<file path="src/rtl/serial_adder.sv">
// Bit-serial ripple adder: one full-adder cell evaluated per clock, LSB first.
// Optional signed-overflow output enabled with `define SERIAL_ADDER_OVF_EN.
module serial_adder #(
  parameter int WIDTH = 8
) (
  input  logic             clk,
  input  logic             rst,
  input  logic             start,
  input  logic [WIDTH-1:0] a,
  input  logic [WIDTH-1:0] b,
  input  logic             cin,
  output logic             busy,
  output logic             done,
  output logic [WIDTH-1:0] sum,
  output logic             cout,
`ifdef SERIAL_ADDER_OVF_EN
  output logic             ovf,
`endif
  output logic             fa_a,
  output logic             fa_b,
  output logic             fa_c,
  output logic             fa_sum,
  output logic             fa_carry,
  output logic             fa_valid
);
  localparam int CW = $clog2(WIDTH + 1);

  typedef enum logic [1:0] {IDLE, SHIFT, DONE} state_t;

  state_t           state_q;
  logic [WIDTH-1:0] a_q, b_q, ps_q, sum_q;
  logic [WIDTH-1:0] ps_d;
  logic [CW-1:0]    cnt_q, cnt_d;
  logic             c_q, cout_q, busy_q, done_q;
  logic             last;
`ifdef SERIAL_ADDER_OVF_EN
  logic             ovf_q;
  assign ovf = ovf_q;
`endif

  // Taps are forced low outside SHIFT so an observer never sees stale bits.
  always_comb begin
    fa_valid = (state_q == SHIFT);
    fa_a     = fa_valid & a_q[0];
    fa_b     = fa_valid & b_q[0];
    fa_c     = fa_valid & c_q;
    fa_sum   = fa_a ^ fa_b ^ fa_c;
    fa_carry = (fa_a & fa_b) | (fa_a & fa_c) | (fa_b & fa_c);
  end

  assign ps_d  = {fa_sum, ps_q[WIDTH-1:1]};
  assign cnt_d = cnt_q + 1'b1;
  assign last  = (cnt_q == CW'(WIDTH - 1));

  assign busy = busy_q;
  assign done = done_q;
  assign sum  = sum_q;
  assign cout = cout_q;

  always_ff @(posedge clk or posedge rst) begin
    if (rst) begin
      state_q <= IDLE;
      a_q     <= '0;
      b_q     <= '0;
      ps_q    <= '0;
      sum_q   <= '0;
      cnt_q   <= '0;
      c_q     <= 1'b0;
      cout_q  <= 1'b0;
      busy_q  <= 1'b0;
      done_q  <= 1'b0;
`ifdef SERIAL_ADDER_OVF_EN
      ovf_q   <= 1'b0;
`endif
    end else begin
      case (state_q)
        IDLE: begin
          if (start) begin
            a_q     <= a;
            b_q     <= b;
            c_q     <= cin;
            cnt_q   <= '0;
            busy_q  <= 1'b1;
            state_q <= SHIFT;
          end
        end
        SHIFT: begin
          a_q   <= a_q >> 1;
          b_q   <= b_q >> 1;
          ps_q  <= ps_d;
          c_q   <= fa_carry;
          cnt_q <= cnt_d;
          if (last) begin
            sum_q   <= ps_d;
            cout_q  <= fa_carry;
`ifdef SERIAL_ADDER_OVF_EN
            // fa_c on the final bit is the carry into the MSB.
            ovf_q   <= fa_c ^ fa_carry;
`endif
            done_q  <= 1'b1;
            state_q <= DONE;
          end
        end
        DONE: begin
          done_q  <= 1'b0;
          busy_q  <= 1'b0;
          state_q <= IDLE;
        end
        default: begin
          done_q  <= 1'b0;
          busy_q  <= 1'b0;
          state_q <= IDLE;
        end
      endcase
    end
  end
endmodule

</file>
<file path="config.mk">
export PLATFORM = sky130hd
export DESIGN_NAME = serial_adder
export DESIGN_NICKNAME = d
export VERILOG_FILES = /design/src/rtl/serial_adder.sv
export SDC_FILE = /design/constraint.sdc
export NUM_CORES = 1
export LEC_CHECK = 0
export BUFFER_PORTS_ARGS = -buffer_cell sky130_fd_sc_hd__buf_4
export CAP_MARGIN = 5
export CORE_ASPECT_RATIO = 1.25
export CORE_MARGIN = 2
export CORE_UTILIZATION = 58
export CTS_CLUSTER_DIAMETER = 30
export DETAILED_ROUTE_END_ITERATION = 7
export PLACE_DENSITY = 0.84
export SYNTH_ARGS = -nofsm -noshare
export SYNTH_HDL_FRONTEND = slang
export SYNTH_SLANG_ARGS = --single-unit
</file>
<file path="constraint.sdc">
create_clock -name clk -period 3.2 [get_ports clk]
set_input_delay 0.64 -clock clk [delete_from_list [all_inputs] [get_ports clk]]
set_output_delay 0.64 -clock clk [all_outputs]
set_load 0.03 [all_outputs]
</file>
==> results of run 1 <==
==> layer usage <==
layer  part of all wire (%)  routed length [µm]  up-vias
met5                      0                   0        -
met4                   0.29                  11        0
met3                    5.1                 194        2
met2                     54                2050       51
met1                     41                1560      701
li1                       -                   -      683
==> report_power, final <==
group          switching, mW  leakage (nW)  internal [mW]
registers              0.140         0.531          0.714
clock network          0.162        0.0413          0.128
logic                  0.537         0.589          0.369
total                  0.839          1.16           1.21
==> final cells by class <==
cell class | count | area (µm²)
inverters | 4 | 15.0
clock buffers | 7 | 65.1
well taps | 36 | 45.0
clock inverters | 1 | 5.00
flip-flops and latches | 41 | 1030
repair buffers | 41 | 308
fillers | 206 | 763
multi-input cells | 123 | 746
==> cell usage in the layout, fill, tap and decap left out, drive strengths merged <==
master / instances
buf: 41
nor2: 5
o21ai: 17
a41oi: 1
nor2b: 1
nand3: 1
a21oi: 14
nand2: 39
nor3: 1
a22oi: 1
a22o: 4
xor2: 2
inv: 4
clkbuf: 7
ha: 2
clkinv: 1
a21o: 1
a31oi: 1
o21bai: 1
mux2i: 1
a221o: 1
mux2: 9
dfrtp: 41
and2: 5
and3b: 13
a32o: 1
nand2b: 2
==> through the flow <==
step	util (%)	std cells	cell area, µm²	setup WS (ns)
5_1_grt	74.3	253	2210	0.463
4_1_cts	74.3	253	2210	0.559
2_1_floorplan	-	179	1840	0.345
3_5_place_dp	72.0	245	2140	0.954
3_3_place_gp	72.0	245	2140	1.11
6_report	74.3	253	2210	0.588
==> kinds of logic after synthesis <==
| group | after synthesis | synth area share [%] |
|---|---|---|
| and+or+nand+nor | 67 | 18.7 |
| AOI/OAI and AO/OA | 42 | 13.5 |
| DFF | 41 | 55.8 |
| buffers and inverters | 15 | 3.61 |
| muxes | 10 | 6.06 |
| xor gates and xnor gates | 2 | 0.953 |
| adders and majority gates | 2 | 1.36 |
==> worst max-delay path: stages, from the launching register on <==
cell      delay (ns)
dfrtp_1         0.40
nand2b_1        0.16
inv_2           0.20
and2_1          0.20
ha_1            0.28
xor2_1          0.21
buf_4           0.19
==> registers in the layout, summed over array words and instances (netlist names) <==
register and cells:
c_q 1, b_q 8, state_q 2, cnt_q 4, sum 8, a_q 8, done 1, ps_q 7
cout 1, busy 1
==> how the worst max path moves through the flow <==
| stage | from | end |
|---|---|---|
| after floorplan | state_q[1] | fa_sum |
| after global placement | state_q[1] | fa_sum |
| after detailed placement | state_q[1] | fa_sum |
| after CTS | state_q[1] | fa_sum |
| after global routing | state_q[1] | fa_sum |
| final | state_q[1] | fa_sum |
==> results.cfg, run 1 <==
[timing]
finalMaxSlewViolations = 0
min_period_ns = 2.61
setup_tns_ns = 0
min_period_over_period_pct = 81.6
setup_viol = 0
fmax_mhz = 383
tightest_slew_ns = 0.824
maxSlewHeadroom_pct = 44.8
holdWs_ns = 0.415
clock-skew-final_ns = 0.00709
hold_viol = 0
rsz0062_at_grt = false

[cts]
cts.sinks = 41
clock_latency_ns = 0.34
cts_hold_buf = 0
cts_tree = done
cts_resized = 0
cts_buffers = 5
clockRootBuffer = clkbuf_4
postCtsSetupBuffers = 0
ctsLongestPathBuffers = 2
h-tree-depth = 2
clkTransAtPathRegs_ns = 0.11

[finish]
drive_gt1_share_pct = 27.6
fin_nets = 238
areaGrowthSynthToFinish_pct = 20.2
antenna_cells = 0

[global_routing]
antenna_found_initial = 0
first_global_vias = 1401
grtUsageTotal_pct = 24.4
grtUsageMet1_pct = 31.5
grt_pass1_wl_um = 6420
grt.met3_usage_pct = 5.61
globalRouteMet2Util_pct = 41.0
grt_max_degree = 42
top_usage_layer = met2
overflow = 0

[synth]
ys_types = 28
synthesis.area_um2 = 1840
ys_seq_elements = 41
synthesis.nets = 201
yosys-top-cells-count = dfrtp_1 (41), nand2_1 (39), o21ai_0 (17)
yosysTopAreaCell = dfrtp_1
syn_area_per_cell_um2 = 10.3
synth_area_leaders = dfrtp_1 (56%), nand2_1 (8.0%), and3b_1 (6.2%), mux2_2 (5.5%), o21ai_0 (4.6%)
synth_top_cell_area_share_pct = 55.8
synth_ff_type = dfrtp_1
seq_area_frac_synth_pct = 55.8
synth-async-reset-ratio_pct = 100
yosysWarnings = 0
synth_cells = 179
synth-edff-count = 0
yosysMostFrequentCell = dfrtp_1

[critical_path]
crit_arrival_ns = 1.97
r2r_slack_ns = 1.27
reg2reg_to = sum[2]
r2r_cells = 4
start_kind = register
end_kind = output port
cp.required_ns = 2.56
crit_fanout = 15
worstSetupPathType = reg2out
r2r_start = state_q[1]

[power_and_ir_drop]
power.density_nw_per_um2 = 927
power_leakage_nw = 1.16
max-vdd-ir-drop_uv = 548
power_mw = 2.05

[detailed_routing]
vias_per_cell = 5.68
drc = 0
drt_iter0_drc = 44
ant_nets = 0
vias = 1437
wirelength_um = 3820
wire_per_inst_um = 15.1
dr.pass1.iters = 4

[place]
port_buffers = 36
dp_hpwl_um = 2640
gp_congestion = 0.760

[floorplan]
core_area_um2 = 2970
die_x_um = 54.4
dieArea_um2 = 3640
io-pin-count = 37
die-height_um = 66.9
rows = 22
initial_core_util_pct = 61.8

[worst_hold_path]
min_path_type = in2async

[run_status]
status = completed

[job]
cap_violations = 0
(Power assumes the default switching activity.)
==> inputs of run 2 (changes only) <==
- CORE_UTILIZATION: 58 -> 54
- PLACE_DENSITY: 0.84 -> 0.79
- clock period: 3.2 -> 2.6 ns (I/O delays scaled with it)
==> run 2 against run 1 <==
  * First-iteration DRC count increased by 32%
  * Cell area increased by 2.5%
  * Highest routed layer unchanged
  * Global-route usage decreased by 1.8 points
  * Clock skew decreased by 0.0014 ns
  * Routed wire length increased by 0.60%
  * Worst hold slack got worse by 0.068 ns
  * Register-to-register slack got worse by 0.45 ns
  * Power increased by 29%
  * Largest cell class unchanged
  * Non-clock buffer count increased by 2
  * Via count increased by 1.3%
  * Clock power increased by 57%
==> results.cfg, run 2 (synthesized netlist as in run 1, its figures left out) <==
[critical_path]
critPathTopFamily = flip-flops
r2r_cells = 6
r2r_start = state_q[1]
crit_fanout = 15
start_kind = register
worst-path-buf-inv = 2
path_depth = 6
cp.required_ns = 2.08
crit_arrival_ns = 1.87
end_kind = output port
worstSetupPathType = reg2out
cpPeakStageDelay_ns = 0.38
critical-path-slowest-cell = dfrtp_1
cp-startpoint = state_q[1]
crit_chain = nand2b_1, inv_2, and2_2, ha_1, xor2_2, buf_4

[floorplan]
initial_core_util_pct = 57.0
die-height_um = 69.2
io-pin-count = 37
die_x_um = 56.2
dieArea_um2 = 3890
rows = 23
core_area_um2 = 3220

[finish]
mostFrequentLayoutCell = buf_4
most-common-layout-cells = buf_4 (43), dfrtp_1 (41), nand2_1 (39)
finalInstanceArea_um2 = 2270
fin_nets = 240
drive_gt1_share_pct = 29.2
utilization_pct = 70.3
antenna_cells = 0
areaGrowthSynthToFinish_pct = 23.3

[place]
port_buffers = 36
dpl_cell_area_um2 = 2160
dp_hpwl_um = 2610
gp_congestion = 0.809

[timing]
maxSlewHeadroom_pct = 66.7
setup_viol = 0
min_period_over_period_pct = 91.8
setup_tns_ns = 0
rsz0062_at_grt = false
clock-skew-final_ns = 0.00572
finalMaxSlewViolations = 0
fmax_mhz = 419
holdWs_ns = 0.347
min_period_ns = 2.39
hold_viol = 0
tightest_slew_ns = 0.499

[run_status]
status = completed

[cts]
cts.sinks = 41
cts_tree = done
cts_resized = 0
clockRootBuffer = clkbuf_8
cts_hold_buf = 0
clock_latency_ns = 0.30
cts_buffers = 5
postCtsSetupBuffers = 0
h-tree-depth = 2
ctsLongestPathBuffers = 2
clkTransAtPathRegs_ns = 0.07

[power_and_ir_drop]
max-vdd-ir-drop_uv = 910
power_mw = 2.64
power_leakage_nw = 1.19
power.density_nw_per_um2 = 1170

[global_routing]
grtUsageTotal_pct = 22.5
overflow = 0
grt_pass1_wl_um = 6890
first_global_vias = 1526
grt_max_degree = 42
antenna_found_initial = 0

[detailed_routing]
wirelength_um = 3840
ant_nets = 0
vias_per_cell = 5.68
drt_iter0_drc = 58
wire_per_inst_um = 15.0
drc = 0
vias = 1455
dr.pass1.iters = 4

[worst_hold_path]
min_path_type = in2async

[job]
cap_violations = 0
-- run 2: cell types whose count changed in the layout (fill, tap and decap cells not counted), sizes merged --
| cell | change |
|---|---|
| buf | +2 |
-- run 2: area by class of cell --
cell class                 count  area (µm²)
multi-input combinational    123         754
fill                         246         957
sequential                    41        1030
inverter                       4        15.0
clock inverter                 1        5.00
tap                           37        46.3
clock buffer                   7        96.3
timing repair buffer          43         323
-- run 2: worst paths after layout --
| kind | end | slack, ns |
|---|---|---|
| min reg2reg | a_q[5] | 0.48 |
| max reg2reg | sum[7] | 0.82 |
| min in group clk | b_q[7] | 0.45 |
| min | sum[6] | 0.35 |
| max in group asynchronous | sum[0] | 1.91 |
| max | fa_sum | 0.21 |
-- run 2: layer usage --
layer | wire (µm) | vias to the layer above | global-route usage (%) | part of all wire, %
met5 | 0 | - | 0 | 0
met3 | 239 | 8 | 5.41 | 6.2
met4 | 65 | 0 | 9.79 | 1.7
li1 | - | 686 | - | -
met1 | 1620 | 708 | 28.3 | 42
met2 | 1920 | 53 | 36.9 | 50
-- run 2: stage by stage --
stage               setup WS, ns  std cells
CTS                        0.196        256
global placement           0.588        248
detailed placement         0.536        248
finish                     0.212        256
global route               0.110        256
floorplan                 0.0926        179
-- run 2: worst register-to-register path, cell delays in order (launching register included) --
cell	delay, ns
dfrtp_1	0.38
nand2b_1	0.16
inv_2	0.20
and2_2	0.20
ha_1	0.28
xor2_1	0.18
mux2_2	0.27
-- run 2: power breakdown --
part,switching [mW],internal (mW),leakage (nW)
clock,0.214,0.240,0.0542
sequential,0.173,0.881,0.531
combinational,0.664,0.473,0.601
total,1.05,1.59,1.19
